--- src/rtl/seg_scan_mux_if.sv ---
// Update channel into seg_scan_mux: one 4-digit value plus dp mask over valid/ready.
interface seg_scan_mux_if;
    logic        upd_valid;
    logic        upd_ready;
    logic [15:0] upd_bcd;
    logic [3:0]  upd_dp;

    modport master (output upd_valid, output upd_bcd, output upd_dp, input upd_ready);
    modport slave  (input upd_valid, input upd_bcd, input upd_dp, output upd_ready);
endinterface

--- src/rtl/seg_scan_mux.sv ---
// 4-digit time-multiplexed 7-segment driver; updates are double-buffered and commit only at frame boundaries.
// Build macro LEADING_ZERO_BLANK_EN blanks leading zero digits 3..1 (digit0 always shown).
//
// state | meaning
// IDLE  | nothing pending, upd_ready high
// PEND  | value held in pend, copied to disp at the next frame boundary
module seg_scan_mux #(
    parameter int SCAN_DIV = 4
) (
    input  logic          clk,
    input  logic          rst,
    seg_scan_mux_if.slave upd,
    output logic [7:0]    seg,
    output logic [3:0]    an,
    output logic          frame_done
);
    localparam int              PC_W    = $clog2(SCAN_DIV);
    localparam logic [PC_W-1:0] PC_LAST = PC_W'(SCAN_DIV - 1);

    typedef enum logic {IDLE, PEND} state_t;

    state_t          state_q, state_d;
    logic [PC_W-1:0] pc_q, pc_d;
    logic [1:0]      idx_q, idx_d;
    logic [15:0]     disp_bcd_q, disp_bcd_d;
    logic [3:0]      disp_dp_q, disp_dp_d;
    logic [15:0]     pend_bcd_q, pend_bcd_d;
    logic [3:0]      pend_dp_q, pend_dp_d;
    logic [7:0]      seg_q, seg_d;
    logic [3:0]      an_q, an_d;
    logic            frame_done_q, frame_done_d;
    logic            tc, fb, ready;
    logic [3:0]      nib;
    logic            blank;

    function automatic logic [6:0] hex7(input logic [3:0] v);
        case (v)
            4'h0: hex7 = 7'h3F;
            4'h1: hex7 = 7'h06;
            4'h2: hex7 = 7'h5B;
            4'h3: hex7 = 7'h4F;
            4'h4: hex7 = 7'h66;
            4'h5: hex7 = 7'h6D;
            4'h6: hex7 = 7'h7D;
            4'h7: hex7 = 7'h07;
            4'h8: hex7 = 7'h7F;
            4'h9: hex7 = 7'h6F;
            4'hA: hex7 = 7'h77;
            4'hB: hex7 = 7'h7C;
            4'hC: hex7 = 7'h39;
            4'hD: hex7 = 7'h5E;
            4'hE: hex7 = 7'h79;
            default: hex7 = 7'h71;
        endcase
    endfunction

    always_comb begin
        tc           = (pc_q == PC_LAST);
        pc_d         = tc ? '0 : pc_q + PC_W'(1);
        idx_d        = tc ? idx_q + 2'd1 : idx_q;
        fb           = tc && (idx_q == 2'd3);
        frame_done_d = fb;
    end

    always_comb begin
        state_d    = state_q;
        pend_bcd_d = pend_bcd_q;
        pend_dp_d  = pend_dp_q;
        disp_bcd_d = disp_bcd_q;
        disp_dp_d  = disp_dp_q;
        ready      = 1'b0;
        case (state_q)
            IDLE: begin
                ready = 1'b1;
                // A value accepted on a boundary edge still waits a full frame.
                if (upd.upd_valid) begin
                    pend_bcd_d = upd.upd_bcd;
                    pend_dp_d  = upd.upd_dp;
                    state_d    = PEND;
                end
            end
            PEND: begin
                if (fb) begin
                    disp_bcd_d = pend_bcd_q;
                    disp_dp_d  = pend_dp_q;
                    state_d    = IDLE;
                end
            end
            default: state_d = IDLE;
        endcase
    end

    // Decode from next-cycle idx/disp so seg and an update on the same edge.
    always_comb begin
        nib = disp_bcd_d[4*idx_d +: 4];
`ifdef LEADING_ZERO_BLANK_EN
        case (idx_d)
            2'd3:    blank = (disp_bcd_d[15:12] == 4'h0);
            2'd2:    blank = (disp_bcd_d[15:8] == 8'h00);
            2'd1:    blank = (disp_bcd_d[15:4] == 12'h000);
            default: blank = 1'b0;
        endcase
`else
        blank = 1'b0;
`endif
        seg_d = {disp_dp_d[idx_d], blank ? 7'h00 : hex7(nib)};
        an_d  = ~(4'b0001 << idx_d);
    end

    always_ff @(posedge clk or negedge rst) begin
        if (!rst) begin
            state_q      <= IDLE;
            pc_q         <= '0;
            idx_q        <= 2'd0;
            disp_bcd_q   <= 16'h0000;
            disp_dp_q    <= 4'h0;
            pend_bcd_q   <= 16'h0000;
            pend_dp_q    <= 4'h0;
            seg_q        <= 8'h3F;
            an_q         <= 4'b1110;
            frame_done_q <= 1'b0;
        end else begin
            state_q      <= state_d;
            pc_q         <= pc_d;
            idx_q        <= idx_d;
            disp_bcd_q   <= disp_bcd_d;
            disp_dp_q    <= disp_dp_d;
            pend_bcd_q   <= pend_bcd_d;
            pend_dp_q    <= pend_dp_d;
            seg_q        <= seg_d;
            an_q         <= an_d;
            frame_done_q <= frame_done_d;
        end
    end

    assign upd.upd_ready = ready;
    assign seg           = seg_q;
    assign an            = an_q;
    assign frame_done    = frame_done_q;
endmodule
--- src/flat_wrapper.sv ---
// flat-port wrapper written by rule: the top's interface ports become plain ports
module seg_scan_mux_flat 
#(
    parameter int SCAN_DIV = 4
)
  (clk, rst, seg, an, frame_done, upd_upd_valid, upd_upd_bcd, upd_upd_dp, upd_upd_ready);
  seg_scan_mux_if upd_i ();
  input  logic clk;
  input  logic rst;
  output logic [7:0] seg;
  output logic [3:0] an;
  output logic frame_done;
  input wire logic [$bits(upd_i.upd_valid)-1:0] upd_upd_valid;
  input wire logic [$bits(upd_i.upd_bcd)-1:0] upd_upd_bcd;
  input wire logic [$bits(upd_i.upd_dp)-1:0] upd_upd_dp;
  output wire logic [$bits(upd_i.upd_ready)-1:0] upd_upd_ready;
  assign upd_i.upd_valid = upd_upd_valid;
  assign upd_i.upd_bcd = upd_upd_bcd;
  assign upd_i.upd_dp = upd_upd_dp;
  assign upd_upd_ready = upd_i.upd_ready;
  seg_scan_mux #(.SCAN_DIV(SCAN_DIV)) u_core (.clk(clk), .rst(rst), .upd(upd_i), .seg(seg), .an(an), .frame_done(frame_done));
endmodule
--- config.mk ---
export PLATFORM = sky130hd
export DESIGN_NAME = seg_scan_mux_flat
export DESIGN_NICKNAME = d
export VERILOG_FILES = /design/src/rtl/seg_scan_mux_if.sv /design/src/rtl/seg_scan_mux.sv /design/src/flat_wrapper.sv
export SDC_FILE = /design/constraint.sdc
export NUM_CORES = 1
export LEC_CHECK = 0
export CORE_MARGIN = 5
export CORE_UTILIZATION = 54
export DETAILED_ROUTE_END_ITERATION = 16
export MAX_ROUTING_LAYER = met4
export PLACE_DENSITY = 0.79
export SLEW_MARGIN = 10
export SYNTH_ARGS = -nofsm -noshare
export SYNTH_HDL_FRONTEND = slang
export SYNTH_SLANG_ARGS = --single-unit
--- constraint.sdc ---
create_clock -name clk -period 4 [get_ports clk]
set_clock_uncertainty 0.1 [all_clocks]
set_input_delay 0.6 -clock clk [delete_from_list [all_inputs] [get_ports clk]]
set_output_delay 0.6 -clock clk [all_outputs]
set_load 0.02 [all_outputs]
==> impl_metrics.ini <==
[outcome]
status = complete, no violations

[global_routing]
first_global_vias = 1671
grt_pass1_wl_mm = 7.89
antenna_found_initial = 0
grt_usage_pct = 16.9
grt_overflow_total = 0
grt_start_max_net_pins = 37

[synth]
synth_top_area_share_pct = 46.3
synthArstFlopShare_pct = 100
syn_nets = 247
ys_seq_elements = 58
synthTopCellsByArea = dfrtp_1 46%, mux2_2 9.4%, dfstp_2 8.9%, mux2i_1 5.7%, nand2_1 4.4%
syn_inst = 215
netlist_area_um2 = 2650
synth_edf_count = 0
synthDistinctLibCells = 44
synth_largest_area_cell = dfrtp_1
synthFlopType = dfrtp_1
syn_area_per_cell_um2 = 12.3
yosys_warnings = 0
yosysSeqAreaShare_pct = 55.2

[timing]
setup_tns_ps = 0
setup_viol = 0
setup_ws_ps = 715
maxSlewViolCount = 0
hold_viol = 0
worst_pin_slew_ps = 776
layout_min_cycle_time_ps = 3280
rsz0062_at_grt = false
period_share_pct = 82.1
max_freq_mhz = 304
slew_headroom_pct = 48.3

[critical_path]
path_max_fanout = 12
startpoint_type = flop
worst_ep_required_time_ps = 4180
crit_arrival_ps = 3470
crit_type = flop to flop
cp_slowest_cell = and3_1
r2r_slack_ps = 720
critPathMaxStageDelay_ps = 570
end_kind = flop
crit_chain = ha_1 > and3_1 > mux2i_1 > a32o_1 > a221oi_2 > inv_1 > ha_1 > mux4_2 > inv_1

[power_and_ir_drop]
p_total_mw = 1.56
p_leak_nw = 1.52
p_per_area_nw_per_um2 = 474
ir_worst_vdd_v = 0.000221

[die]
rows = 25
ios = 37
dieWidth_um = 80.0
core_area_um2 = 4750
start_util_pct = 55.7
fp.dieH_um = 80.0
fp.dieArea_um2 = 6410

[drt]
dr.pass1.iters = 4
drc = 0
routed_wl_mm = 4.65
vias = 1679
wl_per_cell_um = 14.0
ant_nets = 0
vias_per_cell = 5.07
drt_iter0_drc = 88

[clock_tree]
cts.sinks = 58
cts.root.buffer_cell = clkbuf_8
htree_levels = 3
postCtsHoldBufs = 0
cts-buffers-inserted = 9
cts_tree = done
clk_latency_ps = 330
clk_pin_slew_worst_paths_ps = 60
ctsResizeCount = 0
clock_path_buffers = 2
post_cts_buffers = 0

[cells_and_area]
final_util_pct = 69.1
drive_gt1_share_pct = 24.6
antennaDiodeCount = 0
post-route-cell-area_um2 = 3290
syn2layout_area_growth_pct = 24.1
layout.nets = 292

[placed_design]
gp_congestion = 0.813
dp_hpwl_mm = 3.25
place_area_um2 = 3080
port_buffers = 36
pre_cts_ws_ps = 693

[worst_hold_path]
hp-class = input port to async pin

[run]
drv_cap = 0
-- routing by layer --
layer	vias up	wire, um	track usage (%)
met2	37	2090	25.1
met4	0	93	9.46
met5	-	0	-
li1	811	-	-
met1	821	2230	21.0
met3	10	224	4.40
-- placed cells by master, fill, tap and decap left out, types with 4 or more instances in the layout --
cell type        instances
clkbuf_8                12
dfstp_2                  9
nor2_1                  13
inv_1                   19
dfrtp_1                 49
clkdlybuf4s50_1         35
nand2_1                 31
ha_1                     9
mux2_2                  22
buf_4                    4
mux2i_1                 15
-- path summary, 6_finish.rpt --
kind | startpoint | end | depth (start not counted)
max in group asynchronous | rst | u_core.an[2] | 2
worst min register to register | u_core.pc_q[0] | u_core.pc_q[0] | 1
worst min-delay path | rst | u_core.pend_bcd_q[4] | 1
min in group clk | u_core.pc_q[0] | u_core.pc_q[0] | 1
worst max register to register | u_core.pc_q[0] | u_core.seg[3] | 9
worst max-delay path | u_core.pc_q[0] | u_core.seg[3] | 9
-- worst max-delay path, delay by kind of cell (launching register included) --
family / cells / cell delay, ps
mux: 2 / 620
flops: 1 / 350
simple gates: 1 / 570
fa+ha+maj: 2 / 680
compound gates: 2 / 660
buf+inv: 2 / 250
-- flip-flops by register name, summed over array words and instances, names as in the netlist --
name               cells
u_core.disp_bcd_q     16
u_core.idx_q           2
u_core.an              4
u_core.disp_dp_q       4
u_core.state_q         1
u_core.frame_done      1
u_core.pend_dp_q       4
u_core.seg             8
u_core.pend_bcd_q     16
u_core.pc_q            2
-- layout make-up --
type                    instances  area [um^2]
flip-flops and latches         58         1460
clock inverters                 2         35.0
fillers                       390         1470
clock buffers                  13          169
well taps                      67         83.8
inverters                      21         81.3
multi-input cells             130         1070
repair buffers                 40          385
-- stage by stage --
step	hold WS, ps	cells
after floorplan	204	215
after detailed placement	321	316
after CTS	261	331
after global routing	308	331
after global placement	311	316
final	243	331
-- where the power goes --
part           internal [mW]  switching, mW
clock network          0.334          0.213
registers              0.679         0.0294
logic                  0.153          0.148
total                   1.17          0.391
-- cells in the mapped netlist, drive strengths merged (2+ instances only) --
| master | number |
|---|---|
| nor2b | 2 |
| dfrtp | 49 |
| mux2i | 17 |
| o221ai | 2 |
| or3 | 3 |
| xor2 | 2 |
| a22oi | 2 |
| nand3 | 2 |
| buf | 5 |
| dfstp | 9 |
| mux2 | 24 |
| a2bb2oi | 3 |
| and2 | 2 |
| nor2 | 13 |
| nand2 | 31 |
| ha | 9 |
| a21oi | 3 |
| inv | 21 |
| or2b | 2 |
-- cells by family after synthesis --
| group | count (synthesis) | share of synthesized area, % |
|---|---|---|
| AND/OR/NAND/NOR | 58 | 9.78 |
| flip-flops | 58 | 55.2 |
| multiplexers | 42 | 18.6 |
| buffers and inverters | 27 | 4.39 |
| AO/OA/AOI/OAI | 18 | 6.52 |
| adder cells (fa/ha/maj) | 9 | 4.25 |
| XOR/XNOR | 3 | 1.28 |
Power figures use the tool's default switching activity.
